### src/rtl/ascon_pack.sv
// Shared definitions for the Ascon-128 controller and datapath: state encoding,
// round-index constants and the registered control-output bundle.
package ascon_pack;

  localparam logic [3:0] ROUND_P12_START = 4'd0;
  localparam logic [3:0] ROUND_P6_START  = 4'd6;
  localparam logic [3:0] ROUND_LAST      = 4'd11;
  localparam logic [3:0] ROUND_PRELAST   = 4'd10;

  typedef enum logic [4:0] {
    IDLE,
    CONF_INIT,
    INIT_RD0,
    INIT_RDS,
    INIT_RD11,
    WAIT_AD,
    AD_RD6,
    AD_RDS,
    AD_RD11,
    WAIT_PT,
    PT_RD6,
    PT_RDS,
    PT_RD11,
    FIN_RD0,
    FIN_RDS,
    FIN_RD11,
    DONE
  } ctrl_state_t;

  typedef struct packed {
    logic data_ready;
    logic input_mode;
    logic en_reg_state;
    logic xor_data_begin;
    logic xor_key_begin;
    logic xor_key_end;
    logic xor_lsb_end;
    logic en_cipher;
    logic en_tag;
    logic done;
    logic busy;
  } ctrl_out_t;

  // Output decode of a state; the controller registers this for the state it enters.
  function automatic ctrl_out_t state_outputs(input ctrl_state_t s);
    ctrl_out_t o;
    o      = '0;
    o.busy = (s != IDLE);
    case (s)
      INIT_RD0: o.en_reg_state = 1'b1;
      INIT_RDS, AD_RDS, PT_RDS, FIN_RDS, PT_RD11: begin
        o.input_mode   = 1'b1;
        o.en_reg_state = 1'b1;
      end
      INIT_RD11: begin
        o.input_mode   = 1'b1;
        o.en_reg_state = 1'b1;
        o.xor_key_end  = 1'b1;
      end
      WAIT_AD, WAIT_PT: o.data_ready = 1'b1;
      AD_RD6: begin
        o.input_mode     = 1'b1;
        o.en_reg_state   = 1'b1;
        o.xor_data_begin = 1'b1;
      end
      AD_RD11: begin
        o.input_mode   = 1'b1;
        o.en_reg_state = 1'b1;
        o.xor_lsb_end  = 1'b1;
      end
      PT_RD6: begin
        o.input_mode     = 1'b1;
        o.en_reg_state   = 1'b1;
        o.xor_data_begin = 1'b1;
        o.en_cipher      = 1'b1;
      end
      FIN_RD0: begin
        o.input_mode     = 1'b1;
        o.en_reg_state   = 1'b1;
        o.xor_data_begin = 1'b1;
        o.xor_key_begin  = 1'b1;
        o.en_cipher      = 1'b1;
      end
      FIN_RD11: begin
        o.input_mode   = 1'b1;
        o.en_reg_state = 1'b1;
        o.xor_key_end  = 1'b1;
        o.en_tag       = 1'b1;
      end
      DONE: o.done = 1'b1;
      default: ;
    endcase
    return o;
  endfunction

endpackage

### src/rtl/round_counter.sv
// 4-bit Ascon round index: loads the p12 or p6 start round, otherwise counts
// 0..11 and wraps. Loads take priority over counting.
module round_counter
  import ascon_pack::*;
(
  input  logic       clock_i,
  input  logic       resetb_i,
  input  logic       init_p12,
  input  logic       init_p6,
  input  logic       enable,
  output logic [3:0] round
);

  // NOTE: asynchronous active-low reset in the sensitivity list; state updates use <= only.
  always_ff @(posedge clock_i or negedge resetb_i) begin
    if (!resetb_i) begin
      round <= ROUND_P12_START;
    end else if (init_p12) begin
      round <= ROUND_P12_START;
    end else if (init_p6) begin
      round <= ROUND_P6_START;
    end else if (enable) begin
      round <= (round == ROUND_LAST) ? ROUND_P12_START : round + 4'd1;
    end
  end

endmodule

### src/rtl/ascon_ctrl_fsm.sv
// Ascon-128 mode controller: sequences init p12, one AD block, NB_PT_BLOCKS
// plaintext blocks and p12 finalisation on the shared permutation datapath.
module ascon_ctrl_fsm
  import ascon_pack::*;
#(
  parameter int NB_PT_BLOCKS = 4
) (
  input  logic       clock_i,
  input  logic       resetb_i,
  input  logic       start_i,
  input  logic       data_valid_i,
  output logic       data_ready_o,
  output logic [3:0] round_o,
  output logic       input_mode_o,
  output logic       en_reg_state_o,
  output logic       xor_data_begin_o,
  output logic       xor_key_begin_o,
  output logic       xor_key_end_o,
  output logic       xor_lsb_end_o,
  output logic       en_cipher_o,
  output logic       en_tag_o,
  output logic       cipher_valid_o,
  output logic       done_o,
  output logic       busy_o
);

  localparam logic [3:0] LAST_BLK = 4'(NB_PT_BLOCKS - 1);

  ctrl_state_t state, state_nxt;
  ctrl_out_t   outs;
  logic [3:0]  blk_cnt;
  logic        cipher_valid;
  logic        init_p12, init_p6, en_cpt;
  logic        transfer;

  assign transfer = data_valid_i && data_ready_o;

  round_counter u_round_counter (
    .clock_i  (clock_i),
    .resetb_i (resetb_i),
    .init_p12 (init_p12),
    .init_p6  (init_p6),
    .enable   (en_cpt),
    .round    (round_o)
  );

  // NOTE: every signal gets a default before the case so no latch is inferred.
  always_comb begin
    state_nxt = state;
    init_p12  = 1'b0;
    init_p6   = 1'b0;
    en_cpt    = 1'b0;
    case (state)
      IDLE:      if (start_i) state_nxt = CONF_INIT;
      CONF_INIT: begin
        init_p12  = 1'b1;
        en_cpt    = 1'b1;
        state_nxt = INIT_RD0;
      end
      INIT_RD0: begin
        en_cpt    = 1'b1;
        state_nxt = INIT_RDS;
      end
      INIT_RDS: begin
        en_cpt = 1'b1;
        if (round_o == ROUND_PRELAST) state_nxt = INIT_RD11;
      end
      INIT_RD11: begin
        en_cpt    = 1'b1;
        state_nxt = WAIT_AD;
      end
      WAIT_AD: if (transfer) begin
        init_p6   = 1'b1;
        state_nxt = AD_RD6;
      end
      AD_RD6: begin
        en_cpt    = 1'b1;
        state_nxt = AD_RDS;
      end
      AD_RDS: begin
        en_cpt = 1'b1;
        if (round_o == ROUND_PRELAST) state_nxt = AD_RD11;
      end
      AD_RD11: begin
        en_cpt    = 1'b1;
        state_nxt = WAIT_PT;
      end
      WAIT_PT: if (transfer) begin
        // The final plaintext block is absorbed by the finalisation p12 itself.
        if (blk_cnt < LAST_BLK) begin
          init_p6   = 1'b1;
          state_nxt = PT_RD6;
        end else begin
          init_p12  = 1'b1;
          state_nxt = FIN_RD0;
        end
      end
      PT_RD6: begin
        en_cpt    = 1'b1;
        state_nxt = PT_RDS;
      end
      PT_RDS: begin
        en_cpt = 1'b1;
        if (round_o == ROUND_PRELAST) state_nxt = PT_RD11;
      end
      PT_RD11: begin
        en_cpt    = 1'b1;
        state_nxt = WAIT_PT;
      end
      FIN_RD0: begin
        en_cpt    = 1'b1;
        state_nxt = FIN_RDS;
      end
      FIN_RDS: begin
        en_cpt = 1'b1;
        if (round_o == ROUND_PRELAST) state_nxt = FIN_RD11;
      end
      FIN_RD11: begin
        en_cpt    = 1'b1;
        state_nxt = DONE;
      end
      DONE:    state_nxt = IDLE;
      default: state_nxt = IDLE;
    endcase
  end

  // Outputs are decoded from the next state so they are registered yet aligned with the state.
  always_ff @(posedge clock_i or negedge resetb_i) begin
    if (!resetb_i) begin
      state        <= IDLE;
      outs         <= '0;
      blk_cnt      <= 4'd0;
      cipher_valid <= 1'b0;
    end else begin
      state        <= state_nxt;
      outs         <= state_outputs(state_nxt);
      cipher_valid <= outs.en_cipher;
      if (state == PT_RD11) begin
        blk_cnt <= blk_cnt + 4'd1;
      end else if (state == DONE) begin
        blk_cnt <= 4'd0;
      end
    end
  end

  assign data_ready_o     = outs.data_ready;
  assign input_mode_o     = outs.input_mode;
  assign en_reg_state_o   = outs.en_reg_state;
  assign xor_data_begin_o = outs.xor_data_begin;
  assign xor_key_begin_o  = outs.xor_key_begin;
  assign xor_key_end_o    = outs.xor_key_end;
  assign xor_lsb_end_o    = outs.xor_lsb_end;
  assign en_cipher_o      = outs.en_cipher;
  assign en_tag_o         = outs.en_tag;
  assign cipher_valid_o   = cipher_valid;
  assign done_o           = outs.done;
  assign busy_o           = outs.busy;

endmodule
### config.mk
export PLATFORM = sky130hd
export DESIGN_NAME = ascon_ctrl_fsm
export DESIGN_NICKNAME = d
export VERILOG_FILES = /design/src/rtl/ascon_pack.sv /design/src/rtl/round_counter.sv /design/src/rtl/ascon_ctrl_fsm.sv
export SDC_FILE = /design/constraint.sdc
export NUM_CORES = 1
export LEC_CHECK = 0
export CAP_MARGIN = 30
export CORE_ASPECT_RATIO = 0.8
export CORE_MARGIN = 5
export CORE_UTILIZATION = 53
export DETAILED_ROUTE_END_ITERATION = 10
export PLACE_DENSITY_LB_ADDON = 0.08
export SYNTH_ARGS = -nofsm -noshare
export SYNTH_HDL_FRONTEND = slang
export SYNTH_SLANG_ARGS = --single-unit
### constraint.sdc
create_clock -name clock_i -period 2.5 [get_ports clock_i]
set_input_delay 0.625 -clock clock_i [delete_from_list [all_inputs] [get_ports clock_i]]
set_output_delay 0.625 -clock clock_i [all_outputs]
set_load 0.05 [all_outputs]
# After elaboration in Yosys (flattened, before gate mapping)
# Cells that the tools add are included.
word_totals:
  out_inout_bits: 16
  elab_cells: 97
  reg_bits: 25
classes:
  eq_ne: 33
  add_sub_neg: 2
  order_cmp: 1
  reduce_logical: 13
  muxes: 33
ops:
  columns: ["op", "count"]
  rows:
  - ["== test 5 x 4 -> 1 bit, second input constant", 16]
  - ["one-hot mux 5 bit (15 select lines)", 1]
  - ["== test 5 x 3 -> 1 bit, second input constant", 8]
  - ["two-way mux 5 bit", 7]
  - ["two-way mux 4 bit", 6]
  - ["== test 5 x 2 -> 1 bit, second input constant", 4]
  - ["two-way mux 1 bit", 16]
  - ["OR reduction 13 bit", 1]
  - ["OR reduction 12 bit", 1]
  - ["OR reduction 11 bit", 1]
  - ["== test 5 bit, second input constant", 2]
  - ["adder 4 x 1 -> 4 bit, second input constant", 2]
  - ["== test 4 bit, second input constant", 2]
  - ["OR reduction 2 bit", 4]
  - ["== test 5 x 1 -> 1 bit, second input constant", 1]
  - ["logical NOT 5 bit", 1]
  - ["nonzero test 5 bit", 1]
  - ["less-than comparator 4 x 2 -> 1 bit, second input constant", 1]
  - ["one-hot mux 1 bit (2 select lines)", 2]
  - ["two-way mux 3 bit", 1]
  - ["nonzero test 3 bit", 1]
  - ["OR reduction 3 bit", 1]
  - ["nonzero test 2 bit", 1]
  - ["logical AND 1 bit", 1]

# Longest topological paths before layout
logic_depth:
  word_depth: 7
  ltp_mapped: 7
  mapped_depth_nobuf: 7

# Cells and area by module
# From an unflattened synthesis, not the netlist that was laid out.
unflattened:
  cells_unflattened: 135
  hier_area_um2: 1337.5
modules_own_cells:
  columns: ["module", "area_each_um2", "seq_area_each_um2", "cells_each", "instances"]
  rows:
  - ["ascon_ctrl_fsm", 1111.1, 525.5, 113, 1]
  - ["round_counter", 226.5, 100.1, 22, 1]

# Worst setup path before layout
# OpenSTA, ideal clock, no wires.
synth_timing:
  path_kind: "reg-to-reg"
  from: "reg u_round_counter.round[0]"
  to: "reg outs, in the netlist busy_o"
  setup_time_ps: 139
  n_path_buf: 0
  setup_slack_ps: 185
  stages_incl_launch_ff: 8
  arrival_time_ps: 2177
  path_cell_list: "dfrtp_1 inv_1 ha_1 and3b_1 o221ai_1 nand3_1 or2_2 or4_4"
synth_via:
  elab_chain_len: 4
  elab_cells_between_ends: 7
synth_lines:
  columns: ["item", "line_no", "source"]
  rows:
  - ["start, declared", "round_counter.sv:11", "output logic [3:0] round"]
  - ["start signal, assigned", "round_counter.sv:23", "round <= (round == ROUND_LAST) ? ROUND_P12_START : round + 4'd1;"]
  - ["== test 4 bit *", null, null]
  - ["two-way mux 5 bit, on equally long branches", null, null]
  - ["one-hot mux 5 bit (15 select lines) *", "ascon_ctrl_fsm.sv:53", "case (state)"]
  - ["named net state_nxt[2]", "ascon_ctrl_fsm.sv:29", "ctrl_state_t state, state_nxt;"]
  - ["nonzero test 5 bit *", "ascon_pack.sv:48", "o.busy = (s != IDLE);"]
  - ["end signal, assigned", "ascon_ctrl_fsm.sv:136", "outs <= state_outputs(state_nxt);"]
  - ["end, declared", "ascon_ctrl_fsm.sv:30", "ctrl_out_t outs;"]
# The timed path passes the listed nets; every way through them passes the cells marked *.
# A chain may end at the register's enable or synchronous reset.

# Final worst setup path
layout_timing:
  from: "reg state[1]"
  to: "reg outs, in the netlist en_reg_state_o"
layout_via:
  elab_chain_len: 6
  elab_cells_between_ends: 39
layout_lines:
  columns: ["item", "line_no", "source"]
  rows:
  - ["start, declared", "ascon_ctrl_fsm.sv:29", null]
  - ["start signal, assigned", "ascon_ctrl_fsm.sv:135", "state <= state_nxt;"]
  - ["== test 5 x 4 -> 1 bit", "ascon_ctrl_fsm.sv:53", null]
  - ["OR reduction 2 bit (no source line)", null, null]
  - ["one-hot mux 5 bit (15 select lines) *", "ascon_ctrl_fsm.sv:53", null]
  - ["== test 5 x 4 -> 1 bit, or another cell as far along", "ascon_pack.sv:49", "case (s)"]
  - ["OR reduction 12 bit (no source line) *", null, null]
  - ["two-way mux 1 bit *", "ascon_pack.sv:49", null]
# Every way passes the cells marked *; elsewhere a longest branch is shown, timed or not.

==> results.json <==
{
  "start_kind": "register",
  "worstSetupPathType": "register to register",
  "dr.pass1.iters": 4,
  "place_congestion": 0.885,
  "cts_resized": 0,
  "end_kind": "register",
  "crit_family": "simple AND/OR/NAND/NOR gates",
  "crit_cells": 6,
  "ys_async_sr_fraction": 1.00,
  "die_w_um": 66.6,
  "drc": 0,
  "crit_required_ns": 2.77,
  "htree_levels": 1,
  "rsz0062_at_grt": "no",
  "drt_iter0_markers": 83,
  "diodes": 0,
  "post-cts-setup-buffer-count": 0,
  "max_cap_viol_count": 0,
  "crit_buf_inv": 1,
  "yosysSeqAreaShare": 0.461,
  "root_buffer": "clkbuf_4",
  "synth.ff_latch_count": 25,
  "drive_above_1_share": 0.122,
  "nFillCells": 214,
  "yosys_warnings": 0,
  "max_freq_ghz": 0.424,
  "layout_commonest_cell": "dfrtp_1",
  "yosysTopAreaCell": "dfrtp_1",
  "ir_worst_vdd_mv": 0.636,
  "cp_cell_sequence": "nor3b_1, nand3_2, buf_4, a311o_1, or3_1, nand4_1",
  "routed_wl_mm": 3.63,
  "fin_nets": 180,
  "cts_buffers": 3,
  "slew_viol_final": 0,
  "num_rows": 16,
  "grt_pass1_wl_mm": 5.96,
  "multi_input_area_um2": 686,
  "die_height_um": 55.3,
  "final_cell_mix": "dfrtp_1, clkdlybuf4s50_1, nor2_1",
  "reg2reg_slack_ns": 0.14,
  "skew_ns": 0.00695,
  "finalHoldViolCount": 0,
  "synth_edf_count": 0,
  "dieArea_um2": 3680,
  "grt_usage": 0.212,
  "leakage_nw": 0.743,
  "core_um2": 2440,
  "min_path_cells": 0,
  "p_total_mw": 2.04,
  "synthCells": 145,
  "cts_tree": "done",
  "ant_nets": 0,
  "wl_per_cell_um": 17.4,
  "fin_crit_sh": 0.943,
  "vias": 1245,
  "via_per_inst": 5.99,
  "syn_avg_cell_area_um2": 9.36,
  "worstPathArrival_ns": 2.62,
  "status": "finished clean",
  "setup_viol": 0,
  "postCtsHoldBufs": 0,
  "pin_count": 20,
  "grt_max_degree": 26,
  "port_buffers": 19,
  "synth_cell_type_count": 46,
  "critPathMaxStageDelay_ns": 0.65,
  "seq_area_um2": 626,
  "p_per_area_nw_per_um2": 1230,
  "first_global_vias": 1161,
  "syn_area_um2": 1360,
  "cts.clk_slew.worst_paths_ns": 0.15,
  "synthTopCellsByArea": "dfrtp_1, nand3_1, nor2_1",
  "maxSlewHeadroom": 0.518,
  "worst_skew_pair.late_latency_ns": 0.33,
  "hpwlAfterDp_mm": 2.75,
  "slowest_stage": "nor3b_1",
  "syn_nets": 152,
  "ff2ff_path_depth": 6,
  "min_period_ns": 2.36,
  "critPathMaxFanout": 8,
  "antenna_found_initial": 0,
  "cts.sinks": 25,
  "synth_top_area_share": 0.461,
  "syn2layout_area_growth_pct": 22.8,
  "initial_core_util": 0.556,
  "final_core_util": 0.682,
  "cts_max_path_buffers": 2,
  "overflow": 0,
  "max_slew.worst_pin.slew_ns": 0.722,
  "synth-main-ff-cell": "dfrtp_1",
  "min_path_type": "register to register"
}
## stage by stage
| stage | hold WS, ns | worst slack [ns] | setup TNS, ns | instances | area [um^2] |
|---|---|---|---|---|---|
| after global routing | 0.430 | 0.0437 | 0 | 208 | 1670 |
| final | 0.420 | 0.143 | 0 | 208 | 1670 |
| after floorplan | 0.329 | 0.185 | 0 | 145 | 1360 |
| after global placement | 0.359 | -0.0115 | -0.0115 | 204 | 1640 |
| after CTS | 0.420 | 0.143 | 0 | 208 | 1670 |
| after detailed placement | 0.389 | -0.0206 | -0.0206 | 204 | 1640 |
## per-layer routing
metal / share of wire / global-route usage
met3: 0.063 / 0.0507
met1: 0.45 / 0.304
met4: 0.0063 / 0.0348
met2: 0.48 / 0.331
met5: 0 / 0
## state kept, by name, summed over array words and instances (netlist names)
register,count
data_ready_o,1
blk_cnt,4
u_round_counter.round,4
en_cipher_o,1
xor_lsb_end_o,1
state,5
xor_key_begin_o,1
en_reg_state_o,1
done_o,1
busy_o,1
input_mode_o,1
xor_key_end_o,1
en_tag_o,1
cipher_valid_o,1
xor_data_begin_o,1
## worst reg2reg max path, cell delays in order, from the launching register on
cell	delay, ns
dfrtp_1	0.50
nor3b_1	0.65
nand3_2	0.16
buf_4	0.21
a311o_1	0.29
or3_1	0.37
nand4_1	0.12
## layout make-up
type                            count  area share
Sequential cell                    25       0.375
Tap cell                           36      0.0270
Clock buffer                        3      0.0135
Multi-Input combinational cell    109       0.411
Timing Repair Buffer               28       0.155
Inverter                            6      0.0135
Clock inverter                      1     0.00450
## synthesized netlist by cell type, types with 2 or more instances
library cell  count
nor3_1            6
a21o_1            2
nand3_1          11
nand2_1          11
nand3b_1          2
mux2i_1           2
dfrtp_1          25
inv_1             5
o21ai_0           6
o31ai_1           2
nor3b_1           2
nand2b_1          2
and3b_1           2
buf_2             4
or2_2             2
o221ai_1          2
and2_1            2
nor2_1           13
or3_1             3
a21oi_1           6
ha_1              3
nor2b_1           5
a31oi_1           4
## cell families (layout without fill, tap and decap cells)
logic type,Yosys count,after routing,share of synthesized area
simple gates,70,70,0.288
fa+ha+maj,3,3,0.0277
mux,2,2,0.0147
buf+inv,11,38,0.0341
compound gates,33,33,0.168
xor+xnor,1,1,0.00645
flops,25,25,0.461
## power breakdown
group	switching, mW	internal (mW)	leakage (nW)
Sequential	0.141	0.509	0.318
Clock	0.129	0.0613	0.0139
Combinational	0.723	0.480	0.411
## path summary, 6_finish.rpt
kind                             start                       end
max in group asynchronous     resetb_i  u_round_counter.round[1]
min in group asynchronous     resetb_i              input_mode_o
setup reg to reg              state[1]            en_reg_state_o
setup / recovery              state[1]            en_reg_state_o
hold / removal             en_cipher_o            cipher_valid_o
hold reg to reg            en_cipher_o            cipher_valid_o
No activity file was read; power rests on OpenSTA's default activity.
